===== src/rtl/vga_timing_ctrl.sv =====
// vga_timing_ctrl: 640x480@60 pixel schedule from the system clock.
// A fractional phase accumulator produces a pixel-enable pulse. Horizontal and
// vertical FSMs walk the visible/front-porch/sync/back-porch intervals, and all
// outputs are registered so they agree with each other while pix_tick is high.
module vga_timing_ctrl #(
    parameter int ACC_W     = 16,
    parameter int PHASE_INC = 32998,
    parameter int H_VISIBLE = 640,
    parameter int H_FP      = 16,
    parameter int H_SYNC    = 96,
    parameter int H_BP      = 48,
    parameter int V_VISIBLE = 480,
    parameter int V_FP      = 10,
    parameter int V_SYNC    = 2,
    parameter int V_BP      = 33,
    parameter int SYNC_POL  = 0
) (
    input  logic       clk,
    input  logic       reset,
    input  logic       enable,
    output logic       pix_tick,
    output logic [9:0] hcount,
    output logic [9:0] vcount,
    output logic       hsync,
    output logic       vsync,
    output logic       video_on,
    output logic       line_start,
    output logic       frame_start
);

    localparam int H_TOTAL = H_VISIBLE + H_FP + H_SYNC + H_BP;
    localparam int V_TOTAL = V_VISIBLE + V_FP + V_SYNC + V_BP;

    localparam logic [9:0] H_LAST       = 10'(H_TOTAL - 1);
    localparam logic [9:0] H_FP_START   = 10'(H_VISIBLE);
    localparam logic [9:0] H_SYNC_START = 10'(H_VISIBLE + H_FP);
    localparam logic [9:0] H_BP_START   = 10'(H_VISIBLE + H_FP + H_SYNC);

    localparam logic [9:0] V_LAST       = 10'(V_TOTAL - 1);
    localparam logic [9:0] V_FP_START   = 10'(V_VISIBLE);
    localparam logic [9:0] V_SYNC_START = 10'(V_VISIBLE + V_FP);
    localparam logic [9:0] V_BP_START   = 10'(V_VISIBLE + V_FP + V_SYNC);

    localparam logic [ACC_W:0] INC      = (ACC_W + 1)'(PHASE_INC);
    localparam logic           SYNC_ACT = 1'(SYNC_POL);

    typedef enum logic [1:0] {ST_HACT, ST_HFP, ST_HSYNC, ST_HBP} h_state_t;
    typedef enum logic [1:0] {ST_VACT, ST_VFP, ST_VSYNC, ST_VBP} v_state_t;

    h_state_t         h_state, h_state_nxt;
    v_state_t         v_state, v_state_nxt;
    logic [ACC_W-1:0] acc;
    logic [ACC_W:0]   sum;
    logic             carry;
    logic             h_wrap;
    logic [9:0]       h_nxt;
    logic [9:0]       v_nxt;

    // Accumulator sum and carry; a dropped enable suppresses the carry.
    always_comb begin
        sum   = {1'b0, acc} + INC;
        carry = enable & sum[ACC_W];
    end

    // Counter values and FSM states that the next tick would move to.
    always_comb begin
        h_wrap      = (hcount == H_LAST);
        h_nxt       = h_wrap ? '0 : hcount + 10'd1;
        v_nxt       = vcount;
        if (h_wrap) begin
            v_nxt = (vcount == V_LAST) ? '0 : vcount + 10'd1;
        end

        h_state_nxt = h_state;
        case (h_state)
            ST_HACT:  if (h_nxt == H_FP_START)   h_state_nxt = ST_HFP;
            ST_HFP:   if (h_nxt == H_SYNC_START) h_state_nxt = ST_HSYNC;
            ST_HSYNC: if (h_nxt == H_BP_START)   h_state_nxt = ST_HBP;
            ST_HBP:   if (h_nxt == '0)           h_state_nxt = ST_HACT;
            default:                             h_state_nxt = ST_HBP;
        endcase

        v_state_nxt = v_state;
        if (h_wrap) begin
            case (v_state)
                ST_VACT:  if (v_nxt == V_FP_START)   v_state_nxt = ST_VFP;
                ST_VFP:   if (v_nxt == V_SYNC_START) v_state_nxt = ST_VSYNC;
                ST_VSYNC: if (v_nxt == V_BP_START)   v_state_nxt = ST_VBP;
                ST_VBP:   if (v_nxt == '0)           v_state_nxt = ST_VACT;
                default:                             v_state_nxt = ST_VBP;
            endcase
        end
    end

    // Accumulator, counters, FSMs and registered outputs; everything moves on a tick edge.
    always_ff @(posedge clk or posedge reset) begin
        if (reset) begin
            acc         <= '0;
            hcount      <= H_LAST;
            vcount      <= V_LAST;
            h_state     <= ST_HBP;
            v_state     <= ST_VBP;
            hsync       <= ~SYNC_ACT;
            vsync       <= ~SYNC_ACT;
            video_on    <= 1'b0;
            pix_tick    <= 1'b0;
            line_start  <= 1'b0;
            frame_start <= 1'b0;
        end else begin
            pix_tick    <= carry;
            line_start  <= 1'b0;
            frame_start <= 1'b0;
            if (enable) begin
                acc <= sum[ACC_W-1:0];
            end
            if (carry) begin
                hcount      <= h_nxt;
                vcount      <= v_nxt;
                h_state     <= h_state_nxt;
                v_state     <= v_state_nxt;
                hsync       <= (h_state_nxt == ST_HSYNC) ? SYNC_ACT : ~SYNC_ACT;
                vsync       <= (v_state_nxt == ST_VSYNC) ? SYNC_ACT : ~SYNC_ACT;
                video_on    <= (h_state_nxt == ST_HACT) && (v_state_nxt == ST_VACT);
                line_start  <= (h_nxt == '0);
                frame_start <= (h_nxt == '0) && (v_nxt == '0);
            end
        end
    end

endmodule


===== config.mk =====
export PLATFORM = sky130hd
export DESIGN_NAME = vga_timing_ctrl
export DESIGN_NICKNAME = d
export VERILOG_FILES = /design/src/rtl/vga_timing_ctrl.sv
export SDC_FILE = /design/constraint.sdc
export NUM_CORES = 1
export LEC_CHECK = 0
export CORE_MARGIN = 1
export CORE_UTILIZATION = 50
export DETAILED_ROUTE_END_ITERATION = 7
export GPL_TIMING_DRIVEN = 0
export PLACE_DENSITY = 0.71
export REMOVE_ABC_BUFFERS = 1
export SLEW_MARGIN = 15
export SYNTH_ARGS = -nofsm -noshare
export SYNTH_HDL_FRONTEND = slang
export SYNTH_SLANG_ARGS = --single-unit

===== constraint.sdc =====
create_clock -name clk -period 4.4 [get_ports clk]
set_input_delay 0.44 -clock clk [delete_from_list [all_inputs] [get_ports clk]]
set_output_delay 0.44 -clock clk [all_outputs]
set_load 0.02 [all_outputs]

Word level (Yosys, flattened, before mapping)
Cells that the tools add are included.
{"block": "classes", "addsub": 3, "eq_ne": 16, "mux": 18, "bitwise_logic": 1, "reduce_logical": 8}
{"operator": "10-bit == test (second input constant)", "n": 5}
{"operator": "10-bit by 9-bit == test with 1-bit output (second input constant)", "n": 3}
{"operator": "10-bit 2-to-1 mux", "n": 3}
{"operator": "10-bit by 1-bit adder with 10-bit output (second input constant)", "n": 2}
{"operator": "10-bit logical NOT", "n": 2}
{"operator": "2-bit 2-to-1 mux", "n": 9}
{"operator": "16-bit by 16-bit adder with 17-bit output (second input constant)", "n": 1}
{"operator": "2-bit one-hot mux with 4 select lines", "n": 2}
{"operator": "2-bit == test (second input constant)", "n": 6}
{"operator": "2-bit logical NOT", "n": 4}
{"operator": "2-bit by 1-bit == test with 1-bit output (second input constant)", "n": 2}
{"operator": "1-bit 2-to-1 mux", "n": 4}
{"operator": "1-bit logical AND", "n": 2}
{"operator": "1-bit bitwise AND", "n": 1}
{"block": "totals", "regBits": 46, "in_bits": 3, "wordCells": 57}

Logic depth before layout (Yosys ltp)
{"block": "logic_depth", "ltp_word": 9, "depth_mapped": 11}

Worst setup path before layout
Ideal clock, no wire load.
{"block": "synth_timing", "path_type": "register -> register", "startpoint": "register hcount[0]", "endpoint": "register video_on", "setup_ns": 0.092, "arrival_time_ns": 2.583, "required_time_ns": 4.308, "slack_ns": 1.726, "path_stages_with_launch": 12, "path_buffers": 2, "path_cell_list": "dfstp_2 ha_1 and4_4 buf_6 and3_1 buf_6 a21oi_1 or3_1 a211oi_2 a2bb2o_1 o211ai_2 o31ai_2"}
{"block": "synth_between", "elab_chain_len": 8}
{"item": "start, declared", "line": "22", "rtl": "output logic [9:0] hcount,"}
{"item": "start signal, assigned", "line": "117", "rtl": "hcount <= h_nxt;"}
{"item": "parallel branches: the longest is 7 deep, another holds 10-bit by 1-bit adder with 10-bit output"}
{"item": "1-bit logical AND (*)", "line": "123", "rtl": "video_on <= (h_state_nxt == ST_HACT) && (v_state_nxt == ST_VACT);"}
{"item": "end signal, assigned", "line": "123"}
{"item": "end, declared", "line": "26", "rtl": "output logic video_on,"}
Mark *: on every way between the ends.
A chain may end at the register's enable or synchronous reset.

Worst setup path in the final report
Ends and elaborated chain as after synthesis.

==> impl_metrics.toml <==
[drt]
vias = 2562
wl_mm = 6.61
avgRoutedWirePerCell_um = 15.4
drc = 0
vias_per_cell = 5.99
dr.pass1.iters = 7
drtAntennaViolNets = 0
drt_iter0_drc = 199

[clock_tree]
h-tree-depth = 2
cts_root_buffer = "clkbuf_8"
cts_setup_buffers = 0
clk_latency_ns = 0.30
path_clk_slew_ns = 0.09
cts_tree = "done"
ctsResizeCount = 0
clockBufferDepth = 2
numClockSinks = 45
postCtsHoldBufs = 0
cts_made_buffers = 5

[placed_design]
hpwl_mm = 4.51
place_inst = 420
port_buffers = 28
place_congestion = 0.900

[grt]
grt_antenna_before_repair = 0
grt_use_total_pct = 21.7
grt_pass1_wl_mm = 11.0
grt_pass1_vias = 2412
grt_max_degree = 38
gr-total-overflow = 0

[layout]
layout.nets = 360
antenna_cells = 0
nFillCells = 532
fin_util_pct = 57.4
area_growth_pct = 10.2
drive_above_1_share_pct = 13.9
seq_area_um2 = 1150
finalNonFillerCells = 428
multiInputGateArea_um2 = 1710

[setup_path]
cp_slowest_cell = "dfstp_2"
max_stage_delay_ns = 0.61
endpoint_kind = "flop"
critPathLaunchType = "flop"
arrival_ns = 3.42
crit_type = "flop to flop"
critPathMaxFanout = 17
cp.required_ns = 4.62
crit_chain = "ha_1, and4_4, and3_1, a21oi_1, or3_1, a211oi_2, a2bb2o_1, o211ai_2, o31ai_2"

[floorplanning]
die_h_um = 80.5
dieWidth_um = 80.5
start_util_pct = 52.0
die_area_um2 = 6480
rows = 28
io_pins = 29
core_area_um2 = 5920

[sta]
fmax_mhz = 313
rsz0062_at_grt = "false"
finClkSkew_ns = 0.00787
min_period_ns = 3.20
hold_viol_final = 0
tightest_slew_ns = 0.627
maxSlewHeadroom_pct = 58.2
setup-tns-final_ns = 0
period_share_pct = 72.7
finalSetupViolCount = 0
slew_viol_final = 0

[synth]
synth.avg_cell_area_um2 = 9.06
synth_edf_count = 0
ys_seq_area_share_pct = 37.2
syn_inst = 340
synth_top_cell_by_area = "dfrtp_1"
synth_cell_types = 74
synthArstFlopShare_pct = 100
synth-main-ff-cell = "dfrtp_1"
synth-warning-count = 0
yosys-top-cells-count = "nand2_1, dfrtp_1, o21ai_0"
synth_top_area_share_pct = 23.6
synth.most_common_cell = "nand2_1"
synth_area_leaders = "dfrtp_1, dfstp_2, nand2_1"
syn_area_um2 = 3080
ys_ff_latch = 45

[flow_run]
maxCapViolations = 0

[hold_path]
hold_path_class = "input pin to asynchronous set/reset pin"

[run_status]
outcome = "finished clean"

[pwr]
switching_share_pct = 37.6
clock_power_share_pct = 19.4
peakVddDrop_v = 0.000265
p_leak_nw = 1.29
p_int_w = 0.000901
p_seq_share_pct = 47.1
pwr-share-comb_pct = 33.5
switchingPower_w = 0.000543
p_total_w = 0.00144
p_per_area_nw_per_um2 = 425
## kinds of logic (layout without fill, tap and decap cells)
family,count (synthesis),after routing,synth area share [%]
compound gates,82,82,17.9
xor+xnor,27,27,7.68
fa+ha+maj,5,5,2.03
buf+inv,35,48,7.51
flops,45,45,37.2
mux,2,2,0.731
simple gates,144,144,27.0
## power groups by stage
stage	clock network, W	registers, W	logic (W)
2_1_floorplan	0	0.000700	0.000288
3_3_place_gp	0	0.000680	0.000466
3_5_place_dp	0	0.000681	0.000484
4_1_cts	0.000291	0.000678	0.000485
5_1_grt	0.000306	0.000701	0.000534
6_report	0.000280	0.000680	0.000483
## area by class of cell
class | instances | share of cell area [%]
multi-input cells | 260 | 50.3
flip-flops and latches | 45 | 33.8
repair buffers | 30 | 9.17
well taps | 75 | 2.76
clock buffers | 6 | 2.43
inverters | 10 | 1.11
clock inverters | 2 | 0.516
## routing by layer
layer | global-route usage [%] | routed length [um]
met1 | 28.3 | 3110
met2 | 36.1 | 3100
met3 | 3.18 | 317
met4 | 8.04 | 76
met5 | 0 | 0
## stage by stage
step	cell area (um^2)	setup WS (ns)	hold slack [ns]
CTS	3400	1.17	0.366
detailed placement	3300	1.21	0.446
global route	3400	0.980	0.372
floorplan	2890	1.08	0.441
finish	3400	1.20	0.370
global placement	3260	-0.238	0.446
## final timing paths
kind | startpoint | endpoint | slack, ns | cells after the start
worst max-delay path | hcount[0]$_DFFE_PP1P_ | video_on$_DFFE_PP0P_ | 1.20 | 9
worst min-delay path | reset | acc[3]$_DFFE_PP0P_ | 0.37 | 2
worst max register to register | hcount[0]$_DFFE_PP1P_ | video_on$_DFFE_PP0P_ | 1.20 | 9
worst min register to register | hsync$_DFFE_PP1P_ | hsync$_DFFE_PP1P_ | 0.46 | 2
max in group asynchronous | reset | hcount[8]$_DFFE_PP1P_ | 3.50 | 3
min in group clk | hsync$_DFFE_PP1P_ | hsync$_DFFE_PP1P_ | 0.46 | 2
## critical path: cells and delay by family (launching register included)
family,cells,cell delay [ns]
simple gates,3,1.25
compound gates,5,0.98
flops,1,0.61
fa+ha+maj,1,0.26
## layout by cell type, fill, tap and decap left out, types with 6 or more instances in the layout
master and n:
inv_1 8, xor2_1 9, nor2_1 15, xnor2_1 18
and3_1 10, nand3_1 13, a21oi_1 9, clkdlybuf4s50_1 28
o21ai_0 27, clkbuf_8 6, nand4_1 11, nor3_1 9
dfrtp_1 29, nand2_1 42, dfstp_2 16
## sequential cells by signal (all words and copies together), names as in the netlist
name	cells
h_state	2
frame_start	1
acc	15
vcount	10
pix_tick	1
vsync	1
hcount	10
v_state	2
video_on	1
line_start	1
hsync	1
No activity file was read; power rests on OpenSTA's default activity.
